===== src/rtl/rvsoc_uart_if.sv =====
// Register-bus bundle between the CPU peripheral port and the UART.
// master = CPU side, slave = UART side.
`timescale 1ns/1ps
interface rvsoc_uart_if;
    logic [3:0]  reg_div_we;
    logic [31:0] reg_div_di;
    logic [31:0] reg_div_do;
    logic        reg_dat_we;
    logic        reg_dat_re;
    logic [31:0] reg_dat_di;
    logic [31:0] reg_dat_do;
    logic        reg_dat_wait;

    modport master (
        output reg_div_we, reg_div_di, reg_dat_we, reg_dat_re, reg_dat_di,
        input  reg_div_do, reg_dat_do, reg_dat_wait
    );

    modport slave (
        input  reg_div_we, reg_div_di, reg_dat_we, reg_dat_re, reg_dat_di,
        output reg_div_do, reg_dat_do, reg_dat_wait
    );
endinterface


===== src/rtl/rvsoc_uart.sv =====
// rvsoc_uart: memory-mapped 8N1 serial port.
// Byte-lane writable baud divider, stalling transmit register,
// one-entry receive buffer with latest-wins overrun.
`timescale 1ns/1ps
module rvsoc_uart #(
    parameter logic [31:0] DEFAULT_DIV = 32'd106
) (
    input  logic         clk_i,
    input  logic         reset_i,
    rvsoc_uart_if.slave  bus,
    output logic         ser_tx_o,
    input  logic         ser_rx_i
);

    localparam int NUM_LANES = 4;

    // ------------------------------------------------------------------
    // Divider register
    // ------------------------------------------------------------------
    logic [31:0] div_q, div_d;
    logic [31:0] per;

    // Merge enabled byte lanes of the write data into the divider.
    always_comb begin
        div_d = div_q;
        for (int i = 0; i < NUM_LANES; i++) begin
            if (bus.reg_div_we[i]) div_d[8*i +: 8] = bus.reg_div_di[8*i +: 8];
        end
    end

    // Divider state.
    always_ff @(posedge clk_i) begin
        if (reset_i) div_q <= DEFAULT_DIV;
        else         div_q <= div_d;
    end

    // Periods below two cycles would break the half-period receive sample.
    assign per            = (div_q < 32'd2) ? 32'd2 : div_q;
    assign bus.reg_div_do = div_q;

    // ------------------------------------------------------------------
    // Transmit path
    // ------------------------------------------------------------------
    typedef enum logic {TX_IDLE, TX_SHIFT} tx_state_e;

    tx_state_e   tx_state_q, tx_state_d;
    logic [9:0]  tx_frame_q, tx_frame_d;   // bit 0 is the bit on the wire
    logic [3:0]  tx_bit_q,   tx_bit_d;     // index of bit on the wire, 0 = start
    logic [31:0] tx_cnt_q,   tx_cnt_d;
    logic [31:0] tx_per_q,   tx_per_d;     // period latched at each bit boundary
    logic        ser_tx_q,   ser_tx_d;

    // Transmit FSM next state. The FSM drops to IDLE one cycle before the stop
    // bit ends so a stalled write is taken exactly on the stop-bit end edge;
    // the line already idles high, so the frame timing is unchanged.
    always_comb begin
        tx_state_d = tx_state_q;
        tx_frame_d = tx_frame_q;
        tx_bit_d   = tx_bit_q;
        tx_cnt_d   = tx_cnt_q;
        tx_per_d   = tx_per_q;
        ser_tx_d   = ser_tx_q;
        case (tx_state_q)
            TX_IDLE: begin
                ser_tx_d = 1'b1;
                if (bus.reg_dat_we) begin
                    tx_frame_d = {1'b1, bus.reg_dat_di[7:0], 1'b0};
                    ser_tx_d   = 1'b0;
                    tx_bit_d   = 4'd0;
                    tx_cnt_d   = 32'd0;
                    tx_per_d   = per;
                    tx_state_d = TX_SHIFT;
                end
            end
            TX_SHIFT: begin
                tx_cnt_d = tx_cnt_q + 32'd1;
                if (tx_bit_q == 4'd9 && tx_cnt_q == tx_per_q - 32'd2) begin
                    tx_state_d = TX_IDLE;
                    ser_tx_d   = 1'b1;
                end else if (tx_cnt_q == tx_per_q - 32'd1) begin
                    tx_cnt_d   = 32'd0;
                    tx_bit_d   = tx_bit_q + 4'd1;
                    tx_frame_d = {1'b1, tx_frame_q[9:1]};
                    ser_tx_d   = tx_frame_q[1];
                    tx_per_d   = per;
                end
            end
            default: tx_state_d = TX_IDLE;
        endcase
    end

    // Transmit state registers.
    always_ff @(posedge clk_i) begin
        if (reset_i) begin
            tx_state_q <= TX_IDLE;
            tx_frame_q <= 10'h3ff;
            tx_bit_q   <= 4'd0;
            tx_cnt_q   <= 32'd0;
            tx_per_q   <= 32'd2;
            ser_tx_q   <= 1'b1;
        end else begin
            tx_state_q <= tx_state_d;
            tx_frame_q <= tx_frame_d;
            tx_bit_q   <= tx_bit_d;
            tx_cnt_q   <= tx_cnt_d;
            tx_per_q   <= tx_per_d;
            ser_tx_q   <= ser_tx_d;
        end
    end

    assign ser_tx_o         = ser_tx_q;
    assign bus.reg_dat_wait = bus.reg_dat_we && (tx_state_q == TX_SHIFT);

    // ------------------------------------------------------------------
    // Receive path
    // ------------------------------------------------------------------
    typedef enum logic [1:0] {RX_IDLE, RX_START, RX_DATA, RX_STOP} rx_state_e;

    logic [1:0]  rx_sync_q;
    logic        rx_prev_q;
    logic        rx_s;
    rx_state_e   rx_state_q, rx_state_d;
    logic [7:0]  rx_shift_q, rx_shift_d;
    logic [2:0]  rx_bit_q,   rx_bit_d;
    logic [31:0] rx_cnt_q,   rx_cnt_d;
    logic [31:0] rx_per_q,   rx_per_d;
    logic        rx_store;
    logic        rx_valid_q, rx_valid_d;
    logic [7:0]  rx_byte_q,  rx_byte_d;

    assign rx_s = rx_sync_q[1];

    // Two-flop synchroniser plus one delayed copy for edge detection.
    always_ff @(posedge clk_i) begin
        if (reset_i) begin
            rx_sync_q <= 2'b11;
            rx_prev_q <= 1'b1;
        end else begin
            rx_sync_q <= {rx_sync_q[0], ser_rx_i};
            rx_prev_q <= rx_s;
        end
    end

    // Receive FSM next state. The counter starts at 1 on detection because
    // the edge detector itself costs a cycle; this puts the start-bit sample
    // half a period after the line fell at the synchroniser output.
    always_comb begin
        rx_state_d = rx_state_q;
        rx_shift_d = rx_shift_q;
        rx_bit_d   = rx_bit_q;
        rx_cnt_d   = rx_cnt_q;
        rx_per_d   = rx_per_q;
        rx_store   = 1'b0;
        case (rx_state_q)
            RX_IDLE: begin
                if (rx_prev_q && !rx_s) begin
                    rx_cnt_d   = 32'd1;
                    rx_per_d   = per;
                    rx_state_d = RX_START;
                end
            end
            RX_START: begin
                rx_cnt_d = rx_cnt_q + 32'd1;
                if (rx_cnt_q >= (rx_per_q >> 1) - 32'd1) begin
                    rx_cnt_d   = 32'd0;
                    rx_bit_d   = 3'd0;
                    rx_per_d   = per;
                    rx_state_d = rx_s ? RX_IDLE : RX_DATA;
                end
            end
            RX_DATA: begin
                rx_cnt_d = rx_cnt_q + 32'd1;
                if (rx_cnt_q == rx_per_q - 32'd1) begin
                    rx_cnt_d   = 32'd0;
                    rx_shift_d = {rx_s, rx_shift_q[7:1]};
                    rx_bit_d   = rx_bit_q + 3'd1;
                    rx_per_d   = per;
                    if (rx_bit_q == 3'd7) rx_state_d = RX_STOP;
                end
            end
            RX_STOP: begin
                rx_cnt_d = rx_cnt_q + 32'd1;
                if (rx_cnt_q == rx_per_q - 32'd1) begin
                    rx_store   = rx_s;
                    rx_state_d = RX_IDLE;
                end
            end
            default: rx_state_d = RX_IDLE;
        endcase
    end

    // Receive state registers.
    always_ff @(posedge clk_i) begin
        if (reset_i) begin
            rx_state_q <= RX_IDLE;
            rx_shift_q <= 8'h00;
            rx_bit_q   <= 3'd0;
            rx_cnt_q   <= 32'd0;
            rx_per_q   <= 32'd2;
        end else begin
            rx_state_q <= rx_state_d;
            rx_shift_q <= rx_shift_d;
            rx_bit_q   <= rx_bit_d;
            rx_cnt_q   <= rx_cnt_d;
            rx_per_q   <= rx_per_d;
        end
    end

    // Receive buffer: a completed byte wins over a read in the same cycle.
    always_comb begin
        rx_valid_d = rx_valid_q;
        rx_byte_d  = rx_byte_q;
        if (rx_store) begin
            rx_valid_d = 1'b1;
            rx_byte_d  = rx_shift_q;
        end else if (bus.reg_dat_re) begin
            rx_valid_d = 1'b0;
        end
    end

    // Receive buffer registers.
    always_ff @(posedge clk_i) begin
        if (reset_i) begin
            rx_valid_q <= 1'b0;
            rx_byte_q  <= 8'h00;
        end else begin
            rx_valid_q <= rx_valid_d;
            rx_byte_q  <= rx_byte_d;
        end
    end

    assign bus.reg_dat_do = rx_valid_q ? {24'h0, rx_byte_q} : 32'hFFFF_FFFF;

    // Upper transmit data bits carry no meaning.
    logic unused_dat_di;
    assign unused_dat_di = ^bus.reg_dat_di[31:8];

endmodule


===== src/flat_wrapper.sv =====
// flat-port wrapper written by rule: the top's interface ports become plain ports
module rvsoc_uart_flat 
#(
    parameter logic [31:0] DEFAULT_DIV = 32'd106
)
  (clk_i, reset_i, ser_tx_o, ser_rx_i, bus_reg_div_we, bus_reg_div_di, bus_reg_dat_we, bus_reg_dat_re, bus_reg_dat_di, bus_reg_div_do, bus_reg_dat_do, bus_reg_dat_wait);
  rvsoc_uart_if bus_i ();
  input  logic clk_i;
  input  logic reset_i;
  output logic ser_tx_o;
  input  logic ser_rx_i;
  input wire logic [$bits(bus_i.reg_div_we)-1:0] bus_reg_div_we;
  input wire logic [$bits(bus_i.reg_div_di)-1:0] bus_reg_div_di;
  input wire logic [$bits(bus_i.reg_dat_we)-1:0] bus_reg_dat_we;
  input wire logic [$bits(bus_i.reg_dat_re)-1:0] bus_reg_dat_re;
  input wire logic [$bits(bus_i.reg_dat_di)-1:0] bus_reg_dat_di;
  output wire logic [$bits(bus_i.reg_div_do)-1:0] bus_reg_div_do;
  output wire logic [$bits(bus_i.reg_dat_do)-1:0] bus_reg_dat_do;
  output wire logic [$bits(bus_i.reg_dat_wait)-1:0] bus_reg_dat_wait;
  assign bus_i.reg_div_we = bus_reg_div_we;
  assign bus_i.reg_div_di = bus_reg_div_di;
  assign bus_i.reg_dat_we = bus_reg_dat_we;
  assign bus_i.reg_dat_re = bus_reg_dat_re;
  assign bus_i.reg_dat_di = bus_reg_dat_di;
  assign bus_reg_div_do = bus_i.reg_div_do;
  assign bus_reg_dat_do = bus_i.reg_dat_do;
  assign bus_reg_dat_wait = bus_i.reg_dat_wait;
  rvsoc_uart #(.DEFAULT_DIV(DEFAULT_DIV)) u_core (.clk_i(clk_i), .reset_i(reset_i), .bus(bus_i), .ser_tx_o(ser_tx_o), .ser_rx_i(ser_rx_i));
endmodule

===== config.mk =====
export PLATFORM = sky130hd
export DESIGN_NAME = rvsoc_uart_flat
export DESIGN_NICKNAME = d
export VERILOG_FILES = /design/src/rtl/rvsoc_uart_if.sv /design/src/rtl/rvsoc_uart.sv /design/src/flat_wrapper.sv
export SDC_FILE = /design/constraint.sdc
export NUM_CORES = 1
export LEC_CHECK = 0
export ABC_AREA = 0
export ABC_CLOCK_PERIOD_IN_PS = 6930
export CAP_MARGIN = 10
export CORE_MARGIN = 2
export CORE_UTILIZATION = 60
export CTS_BUF_LIST = sky130_fd_sc_hd__clkbuf_8
export DETAILED_ROUTE_END_ITERATION = 8
export PLACE_DENSITY_LB_ADDON = 0.15
export SKIP_LAST_GASP = 1
export SLEW_MARGIN = 20
export SYNTH_ARGS = -nofsm -noshare
export SYNTH_HDL_FRONTEND = slang
export SYNTH_SLANG_ARGS = --single-unit

===== constraint.sdc =====
create_clock -name clk_i -period 6.93 [get_ports clk_i]
set_clock_uncertainty 0.05 [all_clocks]
set_input_delay 1.386 -clock clk_i [delete_from_list [all_inputs] [get_ports clk_i]]
set_output_delay 1.386 -clock clk_i [all_outputs]
set_load 0.01 [all_outputs]

== Yosys cells after proc, flatten, opt, wreduce, memory -nomap -nowiden ==
Cells that the tools add are included.
Operators by class
  $add $sub $neg: 8
  order comparisons: 2
  equal/unequal tests: 17
  multiplexer cells: 47
  bitwise gates (word level): 1
  reduce and logical (&&, ||, !) cells: 13
Operators with widths (number)
  two-way mux 32 bit: 14
  case mux 32 bit (2 select lines): 2
  case mux 32 bit (4 select lines): 1
  == test 32 bit: 3
  case mux 32 bit (3 select lines): 1
  adder 32 x 1 -> 32 bit (second input constant): 2
  subtractor 32 x 1 -> 32 bit (second input constant): 2
  >= comparator 32 bit: 1
  < comparator 32 x 2 -> 1 bit (second input constant): 1
  subtractor 31 x 1 -> 32 bit (second input constant): 1
  subtractor 32 x 2 -> 32 bit (second input constant): 1
  two-way mux 10 bit: 3
  case mux 10 bit (2 select lines): 1
  two-way mux 2 bit: 6
  two-way mux 4 bit: 3
  != test 2 x 1 -> 1 bit (second input constant): 5
  two-way mux 1 bit: 9
  case mux 2 bit (4 select lines): 1
  case mux 4 bit (2 select lines): 1
  two-way mux 3 bit: 2
  != test 2 bit (second input constant): 3
  case mux 3 bit (2 select lines): 1
  AND reduction 3 bit: 2
  AND reduction 5 bit: 1
  16 further kinds: 21
Word-level totals
  bits in registers: 201
  logic and storage cells: 107

== Logic depth before layout (Yosys ltp) ==
Gate-level depths: netlist (run 1).
  word-level depth: 5
  mapped depth: 21
  depth with buffers taken out: 18

== Worst setup path before layout (run 1) ==
No wires, ideal clock.
  path type: reg2reg
  start: reg u_core.rx_per_q[2]
  end: reg u_core.rx_cnt_q[11]
  arrival time: 4645 ps
  path slack: 2134 ps
  cell stages (with the launch flop): 21
  path buffers: 4
  cells stage by stage: dfxtp_1 inv_1 ha_1 or3b_2 or2_2 or3_1 clkbuf_1 or2_2 nor3_1 xnor2_1 ha_1 a21o_1 a21o_1 a21oi_1 o21ai_0 a2111o_1 and2_1 clkbuf_1 clkbuf_1 clkbuf_1 o41ai_1
Between the ends
  word-level cells in the longest chain between the ends: 4
Ends and longest elaborated chain
  start, declared: RTL line rvsoc_uart.sv:126  | logic [31:0] rx_per_q, rx_per_d;
  start signal, assigned: RTL line rvsoc_uart.sv:205  | rx_per_q <= rx_per_d;
  subtractor 31 x 1 -> 32 bit or subtractor 32 x 1 -> 32 bit (tied branches): RTL line rvsoc_uart.sv:164, rvsoc_uart.sv:173
  >= comparator 32 bit or == test 32 bit (tied branches): RTL line rvsoc_uart.sv:164, rvsoc_uart.sv:173
  two-way mux 32 bit (on tied branches): RTL line rvsoc_uart.sv:164, rvsoc_uart.sv:173
  case mux 32 bit (4 select lines) (*): RTL line rvsoc_uart.sv:154  | case (rx_state_q)
  end signal, assigned: RTL line rvsoc_uart.sv:204  | rx_cnt_q <= rx_cnt_d;
  end, declared: RTL line rvsoc_uart.sv:125  | logic [31:0] rx_cnt_q, rx_cnt_d;
Every way passes the cells marked *; elsewhere a longest branch is shown, timed or not.
A chain may end at the register's enable or synchronous reset.

== Worst setup path in the final report (run 1) ==
  start: reg u_core.rx_per_q[3]
  end: reg u_core.rx_cnt_q[29]
Same word-level chain as after synthesis.

==> impl_metrics.csv, run 1 <==
group,metric,value,unit
clock_tree,cts_resized,0,
worst_setup_path,cp.depth,17,
synth,synth_edf_count,0,
worst_setup_path,critPathArrivalTime,6.20,ns
finish,diodes,0,
finish,fillers,1855,
clock_tree,cts_tree,"built",
worst_setup_path,required,7.30,ns
min_path,hold_path_class,"register to register",
sta,max_slew_margin,0.281,
worst_setup_path,crit_chain,"nor3_1 > nor3b_1 > nand2_1 > or3_1 > nor2_1 > nand3_1 > xor2_1 > ha_1 > a21o_1 > a21o_1 > a21oi_1 > o21ai_0 > a2111o_1 > and2_1 > buf_4 > or4_1 > a31oi_1",
worst_setup_path,cp_slowest_cell,"or3_1",
synth,yosys-top-cells-area,"dfxtp_1 (30%), mux2i_1 (9.8%), xnor2_1 (5.8%)",
global_routing,grt_use_total,0.302,
synth,ys_seq_area_frac,0.302,
clock_tree,cts_root_buf,"clkbuf_8",
finish,fin_cells,1894,
status,status,"finished clean",
placed_design,place_hpwl,25700,um
synth,syn_area_per_cell,8.28,um^2
power_and_ir_drop,p_leak,0.00562,uW
detailed_routing,wire_per_inst,18.7,um
synth,ys_ff_latch,199,
sta,setup_slack,1.10,ns
sta,worst_pin_slew,1.08,ns
clock_tree,postCtsHoldBufs,0,
worst_setup_path,max_stage_delay,0.50,ns
sta,max_freq,172,MHz
synth,synth_most_common_cell,"dfxtp_1",
synth,synthesis.area,13200,um^2
worst_setup_path,reg2reg_to,"u_core.rx_cnt_q[29]$_SDFFE_PP0P_",
sta,hold_viol,0,
global_routing,grt_pass1_wl,58200,um
worst_setup_path,rrSetupSlack,1.10,ns
clock_tree,cts_sinks,199,
power_and_ir_drop,ir_worst_vdd,0.000150,V
sta,grt_setup_unrepaired,"false",
worst_setup_path,crit_path_start_kind,"register",
synth,ys.warnings.count,0,
synth,synth_common_cells,"dfxtp_1 (199), nor2_1 (172), mux2i_1 (129)",
clock_tree,path_clk_slew,0.13,ns
worst_setup_path,criticalPathCategory,"register to register",
finish,drive_gt1_frac,0.0533,
detailed_routing,finalWirelength,35400,um
worst_setup_path,crit_top_cell,"a21o_1",
sta,fin_tns_setup,0,ns
synth,postSynthCellCount,1593,
global_routing,grt_pass1_vias,11200,
floorplan,coreArea,21700,um^2
global_routing,antenna_found_initial,0,
worst_setup_path,crit_path_start,"u_core.rx_per_q[3]$_SDFFE_PP0P_",
floorplan,dieArea,23200,um^2
detailed_routing,drc,0,
synth,syn-num-nets,1709,
finish,utilization,0.670,
detailed_routing,ant_nets,0,
floorplan,initial_core_util,0.608,
synth,ys_types,81,
sta,fin_crit,5.83,ns
placed_design,dp_cells,1862,
floorplan,ios,139,
sta,finalMaxSlewViolations,0,
clock_tree,htreeDepth,4,
worst_setup_path,crit_end,"u_core.rx_cnt_q[29]$_SDFFE_PP0P_",
detailed_routing,vias,11900,
synth,yosysTopAreaCellShare,0.302,
detailed_routing,drtIter0Drc,1006,
synth,ys.flop_type,"dfxtp_1",
power_and_ir_drop,p_per_area,240,nW/um^2
placed_design,place_congestion,0.964,
synth,synth_top_cell_by_area,"dfxtp_1",
sta,post-route-period-util,0.841,
worst_setup_path,crit_fanout,29,
sta,setup_viol,0,
worst_setup_path,r2r_cells,17,
finish,area_growth,10.2,%
global_routing,grt_max_degree,106,
floorplan,die_w,152,um
finish,nNetsFinal,1717,
placed_design,port-buffer-count,114,
synth,async_reset_ff_frac,0,
sta,hold_slack,0.398,ns
worst_setup_path,end_kind,"register",
global_routing,gr-total-overflow,0,
clock_tree,clk_latency,0.50,ns
worst_setup_path,crit_buf_inv,1,
floorplan,rows,54,
placed_design,place_worst_setup_slack,1.19,ns
clock_tree,clockBufferDepth,2,
detailed_routing,drtPass1Iterations,6,
clock_tree,postCtsSetupBuffers,0,
floorplan,die_height,152,um
worst_setup_path,r2r_start,"u_core.rx_per_q[3]$_SDFFE_PP0P_",
clock_tree,cts_made_buffers,17,
worst_setup_path,critPathTopFamily,"simple AND/OR/NAND/NOR gates",
flow_run,max_cap_violations,0,
detailed_routing,vias_per_cell,6.29,
[area by class of cell]
cell class	instances	area, um^2	share of cell area
flip-flops and latches	199	3980	0.274
inverters	29	109	0.00749
clock inverters	15	214	0.0147
repair buffers	125	1220	0.0842
clock buffers	17	234	0.0161
well taps	280	350	0.0241
multi-input cells	1229	8430	0.579
[worst reg2reg max path, cell delays in order, from the launching register on]
cell	delay (ns)
dfxtp_1	0.45
nor3_1	0.31
nor3b_1	0.44
nand2_1	0.29
or3_1	0.50
nor2_1	0.31
nand3_1	0.16
xor2_1	0.18
ha_1	0.30
a21o_1	0.18
a21o_1	0.18
a21oi_1	0.19
o21ai_0	0.24
a2111o_1	0.47
and2_1	0.50
buf_4	0.36
or4_1	0.50
a31oi_1	0.17
[power by group]
group / internal, uW / leakage (uW) / switching, uW
sequential: 1210 / 0.00162 / 155
clock: 303 / 0.000224 / 538
combinational: 524 / 0.00378 / 752
total: 2040 / 0.00562 / 1450
[worst min-delay path by stage]
| stage | slack, ns | from | cells after the start | endpoint |
|---|---|---|---|---|
| floorplan | 0.34 | u_core.rx_sync_q[0]$_SDFF_PP1_ | 1 | u_core.rx_sync_q[1]$_SDFF_PP1_ |
| global placement | 0.37 | u_core.rx_sync_q[0]$_SDFF_PP1_ | 1 | u_core.rx_sync_q[1]$_SDFF_PP1_ |
| detailed placement | 0.37 | u_core.rx_sync_q[0]$_SDFF_PP1_ | 1 | u_core.rx_sync_q[1]$_SDFF_PP1_ |
| CTS | 0.41 | u_core.rx_sync_q[0]$_SDFF_PP1_ | 1 | u_core.rx_sync_q[1]$_SDFF_PP1_ |
| global route | 0.40 | u_core.rx_sync_q[0]$_SDFF_PP1_ | 1 | u_core.rx_sync_q[1]$_SDFF_PP1_ |
| finish | 0.40 | u_core.rx_sync_q[0]$_SDFF_PP1_ | 1 | u_core.rx_sync_q[1]$_SDFF_PP1_ |
[sequential cells by signal, indices dropped and copies added, names as in the netlist, 2 cells and up, named ones only]
name / flops
u_core.tx_bit_q: 4
u_core.rx_bit_q: 3
u_core.rx_cnt_q: 32
u_core.rx_byte_q: 8
u_core.rx_per_q: 32
u_core.rx_shift_q: 8
u_core.bus.reg_div_do: 32
u_core.tx_frame_q: 8
u_core.tx_per_q: 32
u_core.tx_cnt_q: 32
u_core.rx_sync_q: 2
[metal layers]
layer	GRT usage	share of wire	up-vias
li1	-	-	5753
met1	0.415	0.47	5709
met2	0.494	0.45	410
met3	0.0495	0.064	43
met4	0.0854	0.016	0
met5	0	0	-
[cells by family after synthesis]
kind of cell,after synthesis,share of synthesized area
AOI/OAI and AO/OA,208,0.112
xor gates and xnor gates,150,0.0996
adders and majority gates,43,0.0408
buffers and inverters,165,0.0604
DFF,199,0.302
muxes,140,0.107
and+or+nand+nor,688,0.278
[through the flow]
stage	cell area [um^2]	total power, uW
finish	14500	3480
global route	14500	3680
CTS	14500	3480
detailed placement	14100	2640
global placement	14100	2610
floorplan	13200	2330
[cells in the final DEF (no fill, tap or decap), types with 12 or more instances in the layout]
cell type,count
nand4_1,41
o41ai_1,12
o21ai_0,33
nand2b_1,16
nor3_1,52
clkdlybuf4s50_1,113
or4_1,20
nand2_1,117
ha_1,43
nor4_1,56
clkbuf_8,17
a31oi_1,17
xnor2_1,87
dfxtp_1,199
nand3_1,62
inv_1,29
nor4b_1,12
xor2_1,63
a21oi_1,34
or3_1,18
nor2_1,171
and3_1,29
a21o_1,18
nor2b_1,19
mux2i_1,129
No activity file was read; power rests on OpenSTA's default activity.
==> inputs of run 2 (changes only) <==
--- a/config.mk
+++ b/config.mk
@@ -6,10 +6,10 @@
 export NUM_CORES = 1
 export LEC_CHECK = 0
 export ABC_AREA = 0
-export ABC_CLOCK_PERIOD_IN_PS = 6930
+export ABC_CLOCK_PERIOD_IN_PS = 4850
 export CAP_MARGIN = 10
 export CORE_MARGIN = 2
-export CORE_UTILIZATION = 60
+export CORE_UTILIZATION = 54
 export CTS_BUF_LIST = sky130_fd_sc_hd__clkbuf_8
 export DETAILED_ROUTE_END_ITERATION = 8
 export PLACE_DENSITY_LB_ADDON = 0.15
==> constraint.sdc (replaced) <==
create_clock -name clk_i -period 4.85 [get_ports clk_i]
set_clock_uncertainty 0.05 [all_clocks]
set_input_delay 0.97 -clock clk_i [delete_from_list [all_inputs] [get_ports clk_i]]
set_output_delay 0.97 -clock clk_i [all_outputs]
set_load 0.01 [all_outputs]
==> run 2 against run 1 <==
Effect of this change:
- core utilization down 4.4 points
- largest cell class unchanged
- highest routed layer unchanged
- sequential power grew 39%
- first-iteration DRC count grew 7.4%
- final cell count is 5.1% higher
- global-route usage down 2.4 points
- combinational power up 76%
- flip-flop and latch count unchanged
==> impl_metrics.csv, run 2 (same netlist as run 1, synthesis figures left out) <==
group,metric,value,unit
status,status,"finished clean",
clock_tree,postCtsHoldBufs,0,
global_routing,gr-total-overflow,0,
clock_tree,cts_sinks,199,
flow_run,max_cap_violations,0,
floorplan,die_w,160,um
clock_tree,cts_tree,"built",
clock_tree,cts_made_buffers,17,
floorplan,initial_core_util,0.546,
clock_tree,path_clk_slew,0.12,ns
worst_setup_path,required,5.24,ns
finish,mostFrequentLayoutCell,"dfxtp_1",
sta,finalMaxSlewViolations,0,
placed_design,place_congestion,0.945,
clock_tree,clk_latency,0.49,ns
global_routing,grt_max_degree,133,
worst_setup_path,criticalPathCategory,"register to register",
detailed_routing,drtPass1Iterations,5,
worst_setup_path,end_kind,"register",
placed_design,place_area,14500,um^2
worst_setup_path,crit_chain,"inv_1 > ha_2 > or3b_2 > or2_2 > or3_4 > or2_2 > nor3_2 > xnor2_1 > ha_1 > a21o_1 > a21o_1 > a21oi_2 > buf_4 > o21a_1 > a31oi_4 > and2_4 > or4_1 > a21oi_1 > a21o_1",
placed_design,place_hpwl,26300,um
finish,seq_area,3980,um^2
power_and_ir_drop,ir_worst_vdd,0.000216,V
worst_setup_path,cp_slowest_cell,"or4_1",
power_and_ir_drop,p_leak,0.00592,uW
worst_setup_path,rrSetupSlack,0.21,ns
worst_setup_path,r2r_cells,19,
worst_setup_path,r2r_start,"u_core.rx_per_q[1]$_SDFFE_PP1P_",
detailed_routing,vias,11900,
worst_setup_path,critPathArrivalTime,5.03,ns
worst_setup_path,critPathTopFamily,"simple AND/OR/NAND/NOR gates",
clock_tree,clockBufferDepth,2,
sta,worst_pin_slew,1.02,ns
finish,final_cell_mix,"dfxtp_1 (199), nor2_1 (169), mux2i_1 (129)",
global_routing,grt_pass1_vias,11000,
sta,fin_crit,4.64,ns
worst_setup_path,crit_path_start_kind,"register",
detailed_routing,vias_per_cell,5.99,
finish,drive_gt1_frac,0.0930,
global_routing,grt_use_total,0.278,
floorplan,dieArea,25700,um^2
sta,hold_slack,0.385,ns
sta,hold_viol,0,
floorplan,coreArea,24200,um^2
finish,utilization,0.626,
min_path,hp-start,"u_core.rx_sync_q[0]$_SDFF_PP1_",
detailed_routing,finalWirelength,36300,um
floorplan,rows,57,
finish,diodes,0,
placed_design,port-buffer-count,114,
worst_setup_path,crit_fanout,6,
finish,multiInputGateArea,8520,um^2
sta,post-route-period-util,0.956,
clock_tree,cts_root_buf,"clkbuf_8",
global_routing,grt_pass1_wl,58100,um
finish,fin_cells,1991,
detailed_routing,drc,0,
detailed_routing,drtIter0Drc,1080,
global_routing,antenna_found_initial,0,
clock_tree,postCtsSetupBuffers,0,
detailed_routing,wire_per_inst,18.3,um
sta,max_freq,216,MHz
power_and_ir_drop,p_per_area,353,nW/um^2
worst_setup_path,reg2reg_to,"u_core.rx_cnt_q[5]$_SDFFE_PP0P_",
worst_setup_path,crit_top_cell,"a21o_1",
placed_design,dp_cells,1955,
min_path,hold_path_class,"register to register",
worst_setup_path,crit_buf_inv,2,
power_and_ir_drop,power,5340,uW
min_path,min_to,"u_core.rx_sync_q[1]$_SDFF_PP1_",
finish,area_growth,14.8,%
worst_setup_path,max_stage_delay,0.47,ns
worst_setup_path,crit_path_start,"u_core.rx_per_q[1]$_SDFFE_PP1P_",
detailed_routing,ant_nets,0,
floorplan,die_height,160,um
min_path,min_path_cells,1,
floorplan,ios,139,
sta,setup_viol,0,
finish,nNetsFinal,1770,
clock_tree,htreeDepth,4,
finish,design_area,15100,um^2
finish,fillers,2128,
sta,max_slew_margin,0.319,
[run 2: changes by cell type in the layout (fill, tap and decap cells not counted), sizes merged]
cell    before  now
clkbuf      17   19
bufinv       0    1
buf         12   62
and2        10   11
inv         43   36
clkinv       1    7
[run 2: area by class of cell]
type,instances,area share
flip-flops and latches,199,0.263
clock inverters,15,0.0140
multi-input cells,1230,0.562
repair buffers,177,0.111
clock buffers,17,0.0155
well taps,324,0.0268
inverters,29,0.00719
[run 2: metal layers]
| layer | GRT usage | share of wire | up-vias | routed length, um |
|---|---|---|---|---|
| li1 | - | - | 5856 | - |
| met1 | 0.396 | 0.48 | 5659 | 17300 |
| met2 | 0.432 | 0.44 | 376 | 16000 |
| met3 | 0.0517 | 0.064 | 42 | 2340 |
| met4 | 0.0762 | 0.019 | 0 | 690 |
| met5 | 0 | 0 | - | 0 |
[run 2: worst max-delay path by stage]
stage / to / cells after the start / slack, ns
after global routing: u_core.rx_per_q[24]$_SDFFE_PP0P_ / 21 / -0.01
final: u_core.rx_cnt_q[5]$_SDFFE_PP0P_ / 19 / 0.21
after CTS: u_core.rx_cnt_q[5]$_SDFFE_PP0P_ / 18 / 0.08
after global placement: u_core.rx_cnt_q[5]$_SDFFE_PP0P_ / 18 / -0.03
after detailed placement: u_core.rx_cnt_q[18]$_SDFFE_PP0P_ / 18 / -0.14
after floorplan: u_core.rx_cnt_q[11]$_SDFFE_PP0P_ / 20 / 0.05
[run 2: power breakdown]
| part | internal [uW] | switching (uW) |
|---|---|---|
| clock network | 454 | 726 |
| logic | 1010 | 1240 |
| registers | 1730 | 176 |
| total | 3200 | 2140 |
[run 2: repair_timing]
item / CTS / global route
gates cloned: 0 / 4
pin swaps: 0 / 3
resized for setup: 3 / 19
setup endpoints to repair: 22 / 65
[run 2: per-stage QoR]
stage / TNS (ns) / worst slack [ns]
final: 0 / 0.212
after CTS: 0 / 0.0774
after detailed placement: -1.05 / -0.137
after floorplan: 0 / 0.0539
after global placement: -0.0488 / -0.0306
after global routing: -0.0523 / -0.0143
==> inputs of run 3 (changes only) <==
--- a/config.mk
+++ b/config.mk
@@ -8,11 +8,14 @@
 export ABC_AREA = 0
 export ABC_CLOCK_PERIOD_IN_PS = 4850
 export CAP_MARGIN = 10
+export CELL_PAD_IN_SITES_DETAIL_PLACEMENT = 0
+export CELL_PAD_IN_SITES_GLOBAL_PLACEMENT = 1
 export CORE_MARGIN = 2
-export CORE_UTILIZATION = 54
+export CORE_UTILIZATION = 40
 export CTS_BUF_LIST = sky130_fd_sc_hd__clkbuf_8
 export DETAILED_ROUTE_END_ITERATION = 8
 export PLACE_DENSITY_LB_ADDON = 0.15
+export REMOVE_ABC_BUFFERS = 1
 export SKIP_LAST_GASP = 1
 export SLEW_MARGIN = 20
 export SYNTH_ARGS = -nofsm -noshare
==> run 3 against run 2 <==
Effect of this change:
- clock power is 8% lower
- sequential power barely moved
- final cell count increased by 5.9%
==> impl_metrics.csv, run 3 (same netlist as run 1, synthesis figures left out) <==
group,metric,value,unit
power_and_ir_drop,p_comb_frac,0.420,
clock_tree,path_clk_slew,0.12,ns
detailed_routing,drtPass1Iterations,7,
clock_tree,postCtsHoldBufs,0,
finish,drive_gt1_frac,0.0882,
global_routing,grt_pass1_vias,10800,
floorplan,initial_core_util,0.405,
global_routing,gr-total-overflow,0,
placed_design,place_congestion,0.907,
sta,setup_viol,0,
global_routing,antenna_found_initial,0,
sta,max_freq,215,MHz
worst_setup_path,end_kind,"register",
clock_tree,clockBufferDepth,2,
detailed_routing,drtIter0Drc,812,
finish,seq_area,3980,um^2
power_and_ir_drop,p_leak,0.00588,uW
clock_tree,htreeDepth,4,
finish,final_cell_mix,"dfxtp_1 (199), nor2_1 (170), mux2i_1 (129)",
sta,hold_viol,0,
finish,fillers,3342,
worst_setup_path,crit_fanout,11,
sta,max_slew_margin,0.365,
clock_tree,cts_tree,"built",
floorplan,coreArea,32500,um^2
sta,worst_pin_slew,0.944,ns
detailed_routing,vias_per_cell,5.58,
detailed_routing,vias,11800,
power_and_ir_drop,p_int,3040,uW
worst_setup_path,crit_path_start_kind,"register",
finish,area_growth,14.9,%
detailed_routing,drc,0,
sta,finalMaxSlewViolations,0,
clock_tree,postCtsSetupBuffers,0,
placed_design,port-buffer-count,114,
sta,fin_crit,4.64,ns
clock_tree,cts_root_buf,"clkbuf_8",
finish,mostFrequentLayoutCell,"dfxtp_1",
worst_setup_path,criticalPathCategory,"register to register",
power_and_ir_drop,p_clk_frac,0.213,
power_and_ir_drop,p_per_area,338,nW/um^2
global_routing,grt_pass1_wl,60000,um
power_and_ir_drop,power_switching,2080,uW
power_and_ir_drop,sequentialPowerShare,0.367,
detailed_routing,wire_per_inst,18.0,um
floorplan,dieArea,34400,um^2
clock_tree,clk_latency,0.52,ns
status,status,"finished clean",
floorplan,die_height,186,um
sta,hold_slack,0.387,ns
sta,post-route-period-util,0.957,
power_and_ir_drop,switching_share,0.406,
clock_tree,cts_made_buffers,17,
sta,grt_setup_unrepaired,"true",
detailed_routing,ant_nets,0,
worst_setup_path,required,5.27,ns
floorplan,ios,139,
flow_run,max_cap_violations,0,
finish,nNetsFinal,1770,
placed_design,place_hpwl,28300,um
min_path,hold_path_class,"register to register",
floorplan,die_w,186,um
global_routing,grt_max_degree,60,
global_routing,grt_use_total,0.221,
finish,diodes,0,
worst_setup_path,critPathArrivalTime,5.06,ns
sta,fin_tns_setup,0,ns
power_and_ir_drop,ir_worst_vdd,0.000199,V
floorplan,rows,66,
detailed_routing,finalWirelength,37900,um
clock_tree,cts_sinks,199,
finish,multiInputGateArea,8470,um^2
run 3: cell types whose count changed in the layout (fill, tap and decap cells not counted), moves of 2 or more:
cell / delta
clkinv_4: +2
clkinv_8: -2
clkbuf_16: -2
buf_4: +3
run 3: worst max-delay path, stage by stage (launching register included):
cell and delay [ns]:
dfxtp_1 0.36, inv_1 0.08, ha_1 0.16, or3b_2 0.46
or2_2 0.32, or3_1 0.43, or2_2 0.33, nor3_2 0.18
xnor2_1 0.09, ha_1 0.19, a21o_1 0.15, a21o_1 0.18
a21oi_2 0.17, o21ai_2 0.11, a2111o_1 0.42, and2_4 0.21
or4_1 0.47, a21oi_1 0.16, a21o_1 0.10
run 3: area by class of cell:
type,count,share of cell area
Tap cell,442,0.0365
Timing Repair Buffer,178,0.109
Sequential cell,199,0.263
Clock inverter,14,0.0105
Multi-Input combinational cell,1229,0.559
Inverter,29,0.00718
Clock buffer,17,0.0154
run 3: path summary, 6_finish.rpt:
path / startpoint / to / depth (start not counted) / slack [ns]
max: u_core.rx_per_q[2]$_SDFFE_PP0P_ / u_core.rx_cnt_q[5]$_SDFFE_PP0P_ / 18 / 0.21
min: u_core.rx_sync_q[0]$_SDFF_PP1_ / u_core.rx_sync_q[1]$_SDFF_PP1_ / 1 / 0.39
max reg2reg: u_core.rx_per_q[2]$_SDFFE_PP0P_ / u_core.rx_cnt_q[5]$_SDFFE_PP0P_ / 18 / 0.21
min reg2reg: u_core.rx_sync_q[0]$_SDFF_PP1_ / u_core.rx_sync_q[1]$_SDFF_PP1_ / 1 / 0.39
run 3: power by group through the flow:
| stage | Combinational, uW | Clock, uW | Sequential [uW] |
|---|---|---|---|
| after floorplan | 1300 | 0 | 1920 |
| after global placement | 2080 | 0 | 1920 |
| after global routing | 2360 | 1190 | 1900 |
| final | 2150 | 1090 | 1880 |
| after detailed placement | 2100 | 0 | 1920 |
| after CTS | 2120 | 1130 | 1880 |
run 3: per-layer routing:
layer | share of wire | up-vias | GRT usage
met5 | 0 | - | 0
met4 | 0.013 | 0 | 0.0529
met3 | 0.050 | 29 | 0.0303
met2 | 0.43 | 299 | 0.337
met1 | 0.51 | 5582 | 0.327
li1 | - | 5853 | -
run 3: what timing repair did:
item / CTS / global route
hold endpoints to repair: 0 / 0
resized for setup: 3 / 11
endpoints found under the setup margin: 23 / 57
run 3: metrics by stage:
stage	total power, uW	utilization	area, um^2	setup slack (ns)	std cells
6_report	5120	0.466	15200	0.208	2108
5_1_grt	5450	0.466	15200	-0.0197	2108
4_1_cts	5130	0.464	15100	0.0385	2108
3_5_place_dp	4020	0.452	14700	-0.175	2077
3_3_place_gp	3990	0.452	14700	-0.111	2077
2_1_floorplan	3220	-	12500	-0.150	1457
